`src/rtl/uart_pkg.sv`:
```
// Shared types and constants for the UART transmit path (and a future receiver).
// Latency: n/a (package only).
// Backpressure: n/a (package only).
package uart_pkg;

    typedef enum logic [1:0] {
        IDLE,
        START,
        DATA,
        STOP
    } uart_tx_state_t;

    localparam int   UART_DATA_BITS = 8;
    localparam logic UART_START_LVL = 1'b0;
    localparam logic UART_STOP_LVL  = 1'b1;

endpackage

```
`src/rtl/sync_fifo.sv`:
```
// Generic single-clock FIFO with occupancy count and synchronous flush.
// Latency: a push is visible on empty_o/count_o/head_dat_o one clock after the push edge.
// Backpressure: pushes while full are ignored unless a pop happens on the same edge.
//
// Ports:
//   clk, rst          clock, asynchronous active-high reset
//   flush_i           empties the FIFO; overrides push and pop on the same edge
//   push_i/push_dat_i write request and data
//   pop_i             removes the head entry (ignored while empty)
//   head_dat_o        current head entry (valid while !empty_o)
//   full_o/empty_o    occupancy flags, derived from the registered count
//   count_o           number of stored entries
module sync_fifo #(
    parameter int WIDTH = 8,
    parameter int DEPTH = 16
) (
    input  logic                     clk,
    input  logic                     rst,
    input  logic                     flush_i,
    input  logic                     push_i,
    input  logic [WIDTH-1:0]         push_dat_i,
    input  logic                     pop_i,
    output logic [WIDTH-1:0]         head_dat_o,
    output logic                     full_o,
    output logic                     empty_o,
    output logic [$clog2(DEPTH):0]   count_o
);

    localparam int AW = $clog2(DEPTH);
    localparam int CW = AW + 1;

    logic [WIDTH-1:0] mem_q [DEPTH];
    logic [AW-1:0]    wptr_q, wptr_d;
    logic [AW-1:0]    rptr_q, rptr_d;
    logic [CW-1:0]    count_q, count_d;
    logic             push_ok;
    logic             pop_ok;

    assign full_o     = (count_q == CW'(DEPTH));
    assign empty_o    = (count_q == '0);
    assign count_o    = count_q;
    assign head_dat_o = mem_q[rptr_q];

    // A pop on the same edge frees a slot, so a push into a full FIFO is still taken.
    assign pop_ok  = pop_i && !empty_o;
    assign push_ok = push_i && (!full_o || pop_ok);

    always_comb begin
        wptr_d  = wptr_q;
        rptr_d  = rptr_q;
        count_d = count_q;
        if (flush_i) begin
            wptr_d  = '0;
            rptr_d  = '0;
            count_d = '0;
        end else begin
            if (push_ok) wptr_d = wptr_q + AW'(1);
            if (pop_ok)  rptr_d = rptr_q + AW'(1);
            case ({push_ok, pop_ok})
                2'b10:   count_d = count_q + CW'(1);
                2'b01:   count_d = count_q - CW'(1);
                default: count_d = count_q;
            endcase
        end
    end

    always_ff @(posedge clk or posedge rst) begin
        if (rst) begin
            wptr_q  <= '0;
            rptr_q  <= '0;
            count_q <= '0;
        end else begin
            wptr_q  <= wptr_d;
            rptr_q  <= rptr_d;
            count_q <= count_d;
        end
    end

    // Storage needs no reset: entries are only read after being written.
    always_ff @(posedge clk) begin
        if (push_ok && !flush_i) mem_q[wptr_q] <= push_dat_i;
    end

endmodule

```
`src/rtl/uart_tx_serializer.sv`:
```
// 8N1 UART transmitter: buffers CPU byte writes in a FIFO and shifts them out on tx_o.
// Latency: write at edge E0 -> start bit driven after E1 (2 clocks); frames run back-to-back.
// Backpressure: none toward the CPU; writes while full are dropped and flagged in overflow.
//
// Ports:
//   clk, rst      system clock, asynchronous active-high reset
//   uart_we       push data_in into the FIFO
//   uart_clear    flush pending bytes and clear overflow (wins over uart_we)
//   data_in       byte to transmit
//   tx_o          serial line, idles high, driven straight from a flop
//   busy          a frame is in progress
//   full, empty   FIFO status
//   count         bytes pending, not counting the frame on the wire
//   overflow      sticky: a write was dropped
module uart_tx_serializer
    import uart_pkg::*;
#(
    parameter int CLK_FREQ_HZ = 100000000,
    parameter int BAUD        = 115200,
    parameter int FIFO_DEPTH  = 16
) (
    input  logic                          clk,
    input  logic                          rst,
    input  logic                          uart_we,
    input  logic                          uart_clear,
    input  logic [7:0]                    data_in,
    output logic                          tx_o,
    output logic                          busy,
    output logic                          full,
    output logic                          empty,
    output logic [$clog2(FIFO_DEPTH):0]   count,
    output logic                          overflow
);

    localparam int CLKS_PER_BIT = CLK_FREQ_HZ / BAUD;
    localparam int CNT_W        = $clog2(CLKS_PER_BIT);

    uart_tx_state_t                state_q, state_d;
    logic [CNT_W-1:0]              baud_cnt_q, baud_cnt_d;
    logic [2:0]                    bit_idx_q, bit_idx_d;
    logic [UART_DATA_BITS-1:0]     shift_q, shift_d;
    logic                          tx_q, tx_d;
    logic                          overflow_q, overflow_d;

    logic                          fifo_pop;
    logic                          fifo_push;
    logic [UART_DATA_BITS-1:0]     fifo_head;
    logic                          bit_end;
    logic                          start_ok;
    logic                          drop;

    // A clear in the same cycle also cancels the write.
    assign fifo_push = uart_we && !uart_clear;
    // Dropped writes are those the FIFO will refuse: full with no pop to make room.
    assign drop      = fifo_push && full && !fifo_pop;

    sync_fifo #(
        .WIDTH (UART_DATA_BITS),
        .DEPTH (FIFO_DEPTH)
    ) u_fifo (
        .clk        (clk),
        .rst        (rst),
        .flush_i    (uart_clear),
        .push_i     (fifo_push),
        .push_dat_i (data_in),
        .pop_i      (fifo_pop),
        .head_dat_o (fifo_head),
        .full_o     (full),
        .empty_o    (empty),
        .count_o    (count)
    );

    assign bit_end  = (baud_cnt_q == CNT_W'(CLKS_PER_BIT - 1));
    // A byte being flushed this cycle must not be launched.
    assign start_ok = !empty && !uart_clear;

    always_comb begin
        state_d    = state_q;
        baud_cnt_d = baud_cnt_q + CNT_W'(1);
        bit_idx_d  = bit_idx_q;
        shift_d    = shift_q;
        tx_d       = tx_q;
        fifo_pop   = 1'b0;

        case (state_q)
            IDLE: begin
                baud_cnt_d = '0;
                tx_d       = UART_STOP_LVL;
                if (start_ok) begin
                    state_d  = START;
                    fifo_pop = 1'b1;
                    shift_d  = fifo_head;
                    tx_d     = UART_START_LVL;
                end
            end
            START: begin
                if (bit_end) begin
                    state_d    = DATA;
                    baud_cnt_d = '0;
                    bit_idx_d  = '0;
                    tx_d       = shift_q[0];
                end
            end
            DATA: begin
                if (bit_end) begin
                    baud_cnt_d = '0;
                    if (bit_idx_q == 3'(UART_DATA_BITS - 1)) begin
                        state_d = STOP;
                        tx_d    = UART_STOP_LVL;
                    end else begin
                        bit_idx_d = bit_idx_q + 3'd1;
                        shift_d   = shift_q >> 1;
                        // tx_d leads the shift by one bit so the line changes on this edge.
                        tx_d      = shift_q[1];
                    end
                end
            end
            STOP: begin
                if (bit_end) begin
                    baud_cnt_d = '0;
                    if (start_ok) begin
                        // Next start bit follows the stop bit with no idle gap.
                        state_d  = START;
                        fifo_pop = 1'b1;
                        shift_d  = fifo_head;
                        tx_d     = UART_START_LVL;
                    end else begin
                        state_d = IDLE;
                    end
                end
            end
            default: begin
                state_d = IDLE;
                tx_d    = UART_STOP_LVL;
            end
        endcase
    end

    always_comb begin
        overflow_d = overflow_q;
        if (uart_clear) overflow_d = 1'b0;
        else if (drop)  overflow_d = 1'b1;
    end

    always_ff @(posedge clk or posedge rst) begin
        if (rst) begin
            state_q    <= IDLE;
            baud_cnt_q <= '0;
            bit_idx_q  <= '0;
            shift_q    <= '0;
            tx_q       <= UART_STOP_LVL;
            overflow_q <= 1'b0;
        end else begin
            state_q    <= state_d;
            baud_cnt_q <= baud_cnt_d;
            bit_idx_q  <= bit_idx_d;
            shift_q    <= shift_d;
            tx_q       <= tx_d;
            overflow_q <= overflow_d;
        end
    end

    assign tx_o     = tx_q;
    assign busy     = (state_q != IDLE);
    assign overflow = overflow_q;

endmodule

```
`config.mk`:
```
export PLATFORM = sky130hd
export DESIGN_NAME = uart_tx_serializer
export DESIGN_NICKNAME = d
export VERILOG_FILES = /design/src/rtl/uart_pkg.sv /design/src/rtl/sync_fifo.sv /design/src/rtl/uart_tx_serializer.sv
export SDC_FILE = /design/constraint.sdc
export NUM_CORES = 1
export LEC_CHECK = 0
export ABC_AREA = 1
export CAP_MARGIN = 25
export CORE_AREA = 5 5 177 179
export CTS_BUF_LIST = sky130_fd_sc_hd__clkbuf_8
export DETAILED_ROUTE_END_ITERATION = 10
export DIE_AREA = 0 0 182 184
export DONT_BUFFER_PORTS = 1
export MAX_ROUTING_LAYER = met4
export SYNTH_ARGS = -nofsm -noshare
export SYNTH_HDL_FRONTEND = slang
export SYNTH_SLANG_ARGS = --single-unit
```
`constraint.sdc`:
```
create_clock -name clk -period 3.3 [get_ports clk]
set_input_delay 0.495 -clock clk [delete_from_list [all_inputs] [get_ports clk]]
set_output_delay 0.495 -clock clk [all_outputs]
set_load 0.02 [all_outputs]
```
==> summary.txt, run 1 <==
Status
  – Outcome: finished, final reports clean

Floorplanning
  – Row count: 63
  – Die Area: 33500 sq um
  – Core area: 29400 sq um
  – Die W: 182 microns
  – Starting Density: 24.8%
  – DIE HEIGHT: 184 microns
  – Top-Level Pins: 22

Min path
  – Hold WC Path Type: in2reg
  – Worst Hold Path Cells: 1

Setup path
  – Slowest stage cell, crit path: nor2_1
  – CP Launch Type: flop
  – CP required: 3.40 ns
  – CP Class: reg2reg
  – Crit path cell chain: inv_1 -> ha_1 -> o21bai_1 -> nor2_8 -> nand2_4 -> a21oi_4 -> nand2_1 -> nor2_1 -> inv_2 -> nor2_1
  – CP Max Fanout: 9
  – Most used cell, CP: nor2_1
  – Launch instance of the worst register-to-register path: state_q[0]
  – R2r setup slk: 0.38 ns
  – CP Capture Type: flop
  – Critical Path End: u_fifo.mem_q[7][0]
  – Critical R2R Capture: u_fifo.mem_q[7][0]
  – CP peak stage delay: 0.48 ns
  – Reg2reg path depth: 10
  – Critical Path Start: state_q[0]
  – CP arrival: 3.02 ns

Logic synthesis
  – Register bit count reported by yosys: 166
  – Syn nets: 698
  – Ranking of synthesized cells by area: edfxtp_1, dfrtp_1, nand2_1, o21ai_0, nor2_1
  – Post-Synth Adder-Cell Area: 2.75%
  – Post-Synth XOR/XNOR Area: 0.481%
  – Yosys warnings: 0
  – Library cells used by synthesis: 40
  – Largest family of logic cells by synthesized area: simple AND/OR/NAND/NOR gates
  – Simple logic cell fraction of the synthesized area: 15.9%
  – Synth async-reset ratio: 22.9%
  – Yosys top cell area share: 52.8%
  – Syn Std Cell Area: 7280 sq um
  – Most instantiated library cell after synthesis: edfxtp_1
  – Most frequent cells after synthesis: edfxtp_1, nand2_1, nor2_1
  – Number of synthesized flops with an enable pin: 128
  – Mux share of post-synthesis cell area: 0%
  – Synth Area in Compound Gates: 11.2%
  – Mapped Cells: 670
  – Avg Inst Size Synth: 10.9 sq um
  – Seq/Total Area, Yosys: 65.9%
  – Ys flop type: edfxtp_1
  – Yosys top cell by area: edfxtp_1

Detailed routing
  – Initial DRT Pass Iterations: 5
  – Number of vias per cell: 4.43
  – # DRC: 0
  – DR WL/cell: 15.7 microns
  – Initial drt markers: 418
  – Routed WL: 17.0 mm
  – Total number of vias: 4824
  – DRT antenna net count: 0

CTS
  – Post-CTS setup buffers: 0
  – H-tree depth: 4
  – CTS buffer count: 17
  – Reg clk slew, reported paths: 0.09 ns
  – Clock root buffer: clkbuf_8
  – Worst-Skew Late Latency: 0.46 ns
  – CTS tree: built
  – Clock tree buffer depth: 2
  – Total clock sinks: 166

Timing
  – Pins Over Slew Limit: 0
  – Final hold vios: 0
  – Slew Limit Headroom: 45.3%
  – RSZ-0062 raised after global routing: no
  – Clk_skew: 0.0123 ns
  – Max frequency: 0.342 GHz
  – Worst Tran Pin Value: 0.818 ns
  – Tcrit/Tclk final: 88.5%
  – Final critical-path required period: 2.92 ns
  – Total negative slack: 0 ns
  – Final setup vio count: 0

Cells and area
  – Register area: 4800 sq um
  – Non-Filler Instances: 1088
  – Ratio of cells with drive above 1 in the final layout: 11.0%
  – Multi-input logic area: 2210 sq um
  – Antenna diode count: 0
  – Layout area overhead: 13.0%
  – FILL cells: 3013
  – Final #Nets: 713

GRT
  – First-pass GRT wire length: 26.3 mm
  – Vias in the first global route: 4595
  – Gr usage total: 10.5%
  – Total global routing overflow: 0
  – Largest net degree at the start of global routing: 38
  – Initial antenna violation count: 0

Pwr
  – Leak pwr: 0.00308 uW
  – VDD IR max: 0.260 mV
  – Total power: 3770 uW
  – Pwr/cell area: 459 nW/um^2

Placement
  – Port buffer count: 0
  – Placer congestion estimate: 0.889
  – Dpl hpwl: 11.3 mm
  – DP Cell Count: 1055

Job
  – Max Cap Viol: 0
-- layout make-up --
type | instances | share of cell area (%)
inverter | 47 | 2.15
multi-input combinational | 432 | 26.8
clock buffer | 17 | 2.85
timing repair buffer | 21 | 2.10
sequential | 166 | 58.3
clock inverter | 15 | 1.80
tap | 390 | 5.93
-- sequential cells by signal (all words and copies together) (netlist names) --
signal / cells
state_q: 2
u_fifo.count_o: 5
u_fifo.mem_q: 128
shift_q: 8
baud_cnt_q: 10
tx_o: 1
u_fifo.rptr_q: 4
u_fifo.wptr_q: 4
overflow: 1
bit_idx_q: 3
-- cell usage in the layout, fill, tap and decap left out, drive strengths merged --
master / instances
clkinvlp: 1
clkbuf: 17
dfrtp: 37
o2111ai: 4
o22ai: 11
o21bai: 2
o21ai: 80
a21oi: 32
dfstp: 1
o211ai: 3
inv: 53
nor2: 94
bufinv: 1
nor4: 2
o221a: 1
xnor2: 1
xor2: 3
nor3b: 2
buf: 20
nand3: 30
ha: 16
nor3: 5
a211oi: 5
clkinv: 7
or2: 2
o221ai: 2
a31oi: 2
dlygate4sd3: 1
nand4: 5
nand2: 129
edfxtp: 128
o21a: 1
-- metrics by stage --
stage	setup slack, ns	area (sq um)	utilization (%)	hold slack [ns]
3_3_place_gp	0.498	7830	26.6	0.364
6_report	0.379	8220	28.0	0.0863
5_1_grt	0.133	8220	28.0	0.0438
3_5_place_dp	0.354	7830	26.6	0.364
2_1_floorplan	0.770	7280	-	0.444
4_1_cts	0.370	8220	28.0	0.0567
-- critical path: cells and delay by family, from the launching register on --
family	cells	cell delay, ns
AOI/OAI and AO/OA	2	0.51
and+or+nand+nor	5	1.10
buffers and inverters	2	0.18
DFF	1	0.45
adders and majority gates	1	0.32
-- power by group --
group | internal, uW | total (uW) | switching (uW)
registers | 2270 | 2280 | 10.5
clock network | 615 | 1410 | 800
logic | 21.4 | 80.2 | 58.9
-- worst min-delay path by stage --
| stage | from | end | slack, ns |
|---|---|---|---|
| global placement | rst | overflow | 0.36 |
| global route | uart_clear | overflow | 0.04 |
| CTS | uart_clear | overflow | 0.06 |
| detailed placement | rst | overflow | 0.36 |
| floorplan | shift_q[6] | shift_q[6] | 0.44 |
| finish | uart_clear | overflow | 0.09 |
-- kinds of logic after synthesis --
kind of cell	Yosys count
DFF	166
adders and majority gates	16
and+or+nand+nor	269
xor gates and xnor gates	4
AOI/OAI and AO/OA	143
buffers and inverters	72
-- routing by layer --
metal | track usage (%) | up-vias | share of wire (%)
li1 | - | 2358 | -
met1 | 14.1 | 2320 | 48
met2 | 15.2 | 125 | 43
met3 | 3.48 | 21 | 7.3
met4 | 3.12 | 0 | 1.7
met5 | - | - | 0
-- timing repair --
| action | in CTS | in global routing |
|---|---|---|
| hold endpoints to repair | 8 | 0 |
| resized for setup | 0 | 0 |
| hold buffers | 1 | 0 |
Power figures use the tool's default switching activity.
==> inputs of run 2 (changes only) <==
--- a/config.mk
+++ b/config.mk
@@ -13,6 +13,7 @@
 export DIE_AREA = 0 0 182 184
 export DONT_BUFFER_PORTS = 1
 export MAX_ROUTING_LAYER = met4
+export REMOVE_ABC_BUFFERS = 1
 export SYNTH_ARGS = -nofsm -noshare
 export SYNTH_HDL_FRONTEND = slang
 export SYNTH_SLANG_ARGS = --single-unit
==> summary.txt, run 2 (same netlist as run 1, synthesis figures left out) <==
Timing
  – Final setup vio count: 0
  – Worst Tran Pin Value: 0.721 ns
  – WHS: 0.105 ns
  – Final hold vios: 0
  – Total negative slack: 0 ns
  – Slew Limit Headroom: 51.7%
  – RSZ-0062 raised after global routing: no
  – Tcrit/Tclk final: 83.0%
  – Max frequency: 0.365 GHz
  – Pins Over Slew Limit: 0
  – Final critical-path required period: 2.74 ns
  – Clk_skew: 0.0114 ns

Setup path
  – CP Max Fanout: 9
  – CP arrival: 2.82 ns
  – CP Class: reg2reg
  – Slowest stage cell, crit path: nor2_1
  – Crit path cell chain: inv_1 -> ha_1 -> o21bai_1 -> nor2_8 -> nand2_4 -> a21oi_4 -> nand2_1 -> nor2_1
  – CP required: 3.38 ns
  – CP Capture Type: flop
  – CP peak stage delay: 0.50 ns
  – CP Launch Type: flop

Detailed routing
  – Total number of vias: 4929
  – Number of vias per cell: 4.53
  – Initial DRT Pass Iterations: 5
  – DRT antenna net count: 0
  – # DRC: 0
  – DR WL/cell: 15.3 microns
  – Initial drt markers: 440
  – Routed WL: 16.7 mm

CTS
  – Total clock sinks: 166
  – Clock root buffer: clkbuf_8
  – CTS buffer count: 17
  – Clock tree buffer depth: 2
  – H-tree depth: 4
  – Post-CTS setup buffers: 0
  – PostCTS Resize Cnt: 0
  – Reg clk slew, reported paths: 0.09 ns
  – CTS tree: built
  – Worst-Skew Late Latency: 0.45 ns

Min path
  – Hold WC Path Type: in2reg

Placement
  – DP Cell Count: 1056
  – Port buffer count: 0
  – Dpl cell area: 7840 sq um
  – Placer congestion estimate: 0.829
  – Dpl hpwl: 10.9 mm

Floorplanning
  – Top-Level Pins: 22
  – Row count: 63
  – Die Area: 33500 sq um
  – DIE HEIGHT: 184 microns
  – Die W: 182 microns
  – Starting Density: 24.8%
  – Core area: 29400 sq um

Pwr
  – Pint: 2970 uW
  – Sw power: 832 uW
  – Total power: 3800 uW
  – Share of total power in the clock network: 38.0%
  – Flop pwr share: 60.0%
  – Pwr/cell area: 461 nW/um^2
  – Leak pwr: 0.00308 uW
  – Net Sw Frac: 21.9%
  – VDD IR max: 0.271 mV
  – Logic pwr share: 2.0%

GRT
  – Gr usage total: 10.6%
  – Initial antenna violation count: 0
  – First-pass GRT wire length: 26.8 mm
  – Vias in the first global route: 4809
  – Largest net degree at the start of global routing: 71
  – Total global routing overflow: 0

Cells and area
  – Final #Nets: 714
  – Non-Filler Instances: 1088
  – Max FFs per register: 128
  – Top flop regs: u_fifo.mem_q x128, baud_cnt_q x10, shift_q x8
  – Commonest non-fill, non-tap cell in the layout: edfxtp_1
  – Top reg by flops: u_fifo.mem_q
  – Commonest non-fill, non-tap cells in the layout: edfxtp_1, nand2_1, nor2_1, o21ai_0, inv_1
  – Antenna diode count: 0
  – Layout area overhead: 13.1%
  – Final instance area: 8230 sq um
  – Ratio of cells with drive above 1 in the final layout: 10.9%

Job
  – Max Cap Viol: 0

Status
  – Outcome: finished, final reports clean
run 2: final cells by class:
type | instances | area [sq um]
flip-flops and latches | 166 | 4800
well taps | 390 | 488
inverters | 47 | 176
multi-input cells | 432 | 2210
fillers | 3043 | 21200
clock inverters | 14 | 150
clock buffers | 17 | 234
repair buffers | 22 | 180
run 2: path summary, 6_finish.rpt:
check	startpoint	end	slack [ns]	depth (start not counted)
setup / recovery	state_q[0]	u_fifo.mem_q[4][6]	0.56	8
hold / removal	uart_clear	overflow	0.11	1
setup reg to reg	state_q[0]	u_fifo.mem_q[4][6]	0.56	8
hold reg to reg	shift_q[4]	shift_q[4]	0.49	2
max in group asynchronous	rst	tx_o	1.99	3
min in group asynchronous	rst	u_fifo.count_o[4]	0.53	2
run 2: power by group through the flow:
stage,sequential [uW],clock (uW),combinational (uW)
floorplan,2320,0,52.1
global placement,2320,0,77.7
detailed placement,2330,0,77.7
CTS,2280,1470,78.9
global route,2280,1570,89.2
finish,2280,1440,77.0
run 2: per-stage QoR:
stage / setup slack (ns) / utilization, %
3_3_place_gp: 0.689 / 26.7
6_report: 0.561 / 28.0
5_1_grt: 0.307 / 28.0
4_1_cts: 0.533 / 28.0
2_1_floorplan: 0.547 / -
3_5_place_dp: 0.596 / 26.7
run 2: timing repair:
item / 4_1_cts / 5_1_grt
hold buffers: 1 / 0
endpoints found under the hold margin: 13 / 0
endpoints found under the setup margin: 0 / 0
run 2: critical path, delay by kind of cell, from the launching register on:
kind | cells | cell delay [ns]
compound gates | 2 | 0.52
fa+ha+maj | 1 | 0.33
buf+inv | 1 | 0.12
flops | 1 | 0.44
simple gates | 4 | 0.98
run 2: per-layer routing:
layer	share of wire (%)	vias to the layer above	routed length, microns	track usage (%)
met4	1.7	0	280	3.48
li1	-	2362	-	-
met2	47	122	7780	16.2
met3	5.1	15	842	2.49
met1	47	2430	7750	14.0
met5	0	-	0	-
==> inputs of run 3 (changes only) <==
==> constraint.sdc (replaced) <==
create_clock -name clk -period 2.5 [get_ports clk]
set_input_delay 0.375 -clock clk [delete_from_list [all_inputs] [get_ports clk]]
set_output_delay 0.375 -clock clk [all_outputs]
set_load 0.02 [all_outputs]
==> summary.txt, run 3 (same netlist as run 1, synthesis figures left out) <==
Status
  – Outcome: finished, final reports clean

Setup path
  – CP arrival: 2.52 ns
  – Launch instance of the worst register-to-register path: state_q[0]
  – CP Launch Type: flop
  – CP Class: reg2reg
  – CP Max Fanout: 9
  – CP Capture Type: flop
  – CP required: 2.69 ns
  – Critical Path Start: state_q[0]

Placement
  – Dpl cell area: 8000 sq um
  – Port buffer count: 0
  – Dpl hpwl: 11.7 mm
  – Placer congestion estimate: 0.892

Pwr
  – VDD IR max: 0.363 mV
  – Leak pwr: 0.00325 uW
  – Pwr/cell area: 603 nW/um^2

Timing
  – Max frequency: 0.430 GHz
  – Slew Limit Headroom: 42.8%
  – Clk_skew: 0.0173 ns
  – RSZ-0062 raised after global routing: no
  – Tcrit/Tclk final: 93.1%
  – Final critical-path required period: 2.33 ns
  – WHS: 0.0509 ns
  – Final setup vio count: 0
  – Final hold vios: 0
  – Pins Over Slew Limit: 0
  – Worst Tran Pin Value: 0.857 ns

Detailed routing
  – Total number of vias: 4986
  – Initial DRT Pass Iterations: 5
  – Initial drt markers: 368
  – DRT antenna net count: 0
  – Number of vias per cell: 4.46
  – DR WL/cell: 15.6 microns
  – # DRC: 0
  – Routed WL: 17.4 mm

Floorplanning
  – Top-Level Pins: 22
  – Die W: 182 microns
  – DIE HEIGHT: 184 microns
  – Starting Density: 24.8%
  – Die Area: 33500 sq um
  – Core area: 29400 sq um
  – Row count: 63

Min path
  – Hold_sp: uart_clear
  – Hold WC Path Type: in2reg

GRT
  – Total global routing overflow: 0
  – Vias in the first global route: 5036
  – First-pass GRT wire length: 27.8 mm
  – Largest net degree at the start of global routing: 71
  – Gr usage total: 11.1%
  – Initial antenna violation count: 1

Job
  – Max Cap Viol: 0

CTS
  – CTS tree: built
  – Reg clk slew, reported paths: 0.10 ns
  – H-tree depth: 4
  – Worst-Skew Late Latency: 0.47 ns
  – Total clock sinks: 166
  – CTS buffer count: 17
  – Clock root buffer: clkbuf_8
  – Clock tree buffer depth: 2
  – Post-CTS setup buffers: 0

Cells and area
  – Top reg by flops: u_fifo.mem_q
  – Final instance area: 8540 sq um
  – Max FFs per register: 128
  – Commonest non-fill, non-tap cell in the layout: edfxtp_1
  – Ratio of cells with drive above 1 in the final layout: 13.7%
  – Final #Nets: 743
  – Layout area overhead: 17.3%
  – Top flop regs: u_fifo.mem_q x128, baud_cnt_q x10, shift_q x8
  – Commonest non-fill, non-tap cells in the layout: edfxtp_1, nand2_1, nor2_1, o21ai_0, inv_1
## run 3: path summary, 6_finish.rpt
kind,endpoint,slack [ns],cells after the start
max,u_fifo.mem_q[15][1],0.17,11
min,u_fifo.count_o[2],0.05,3
max reg2reg,u_fifo.mem_q[15][1],0.17,11
min reg2reg,shift_q[6],0.49,2
max in group asynchronous,tx_o,1.24,3
min in group asynchronous,u_fifo.count_o[4],0.52,2
## run 3: worst max-delay path, stage by stage, from the launching register on
cell and delay [ns]:
dfrtp_1 0.38, inv_1 0.12, ha_1 0.25, o21bai_2 0.24, nor2_8 0.17, nand2_4 0.11
a21oi_4 0.22, nand2_1 0.10, nor2_1 0.12, inv_2 0.06, nor2_1 0.10, buf_4 0.18
## run 3: power by group
part / switching [uW] / total (uW) / internal (uW)
combinational: 123 / 166 / 42.7
clock: 1200 / 1980 / 782
sequential: 9.12 / 3000 / 2990
## run 3: final cells by class
cell class	instances	area, sq um
timing repair buffer	51	433
clock inverter	15	196
multi-input combinational	432	2210
fill	3016	20900
inverter	47	176
antenna	1	2.50
clock buffer	17	234
tap	390	488
sequential	166	4800
## run 3: repair_timing
item	in CTS	in global routing
gates resized for setup	0	1
endpoints found under the setup margin	0	17
hold buffers	10	0
endpoints found under the hold margin	150	0
## run 3: metrics by stage
step	power (uW)	std cells	setup TNS (ns)	setup slack [ns]	util, %
floorplan	3130	645	-2.27	-0.253	-
global placement	3180	1076	0	0.190	27.2
detailed placement	3180	1076	0	0.150	27.2
CTS	5200	1118	0	0.143	29.0
global route	5330	1119	0	0.00209	29.0
finish	5150	1119	0	0.173	29.0
## run 3: per-layer routing
layer | wire [microns] | share of wire [%] | global-route usage [%] | vias up
met1 | 7950 | 46 | 14.3 | 2390
li1 | - | - | - | 2427
met2 | 8170 | 47 | 17.3 | 135
met4 | 459 | 2.6 | 4.56 | 0
met5 | 0 | 0 | - | -
met3 | 842 | 4.8 | 1.94 | 34
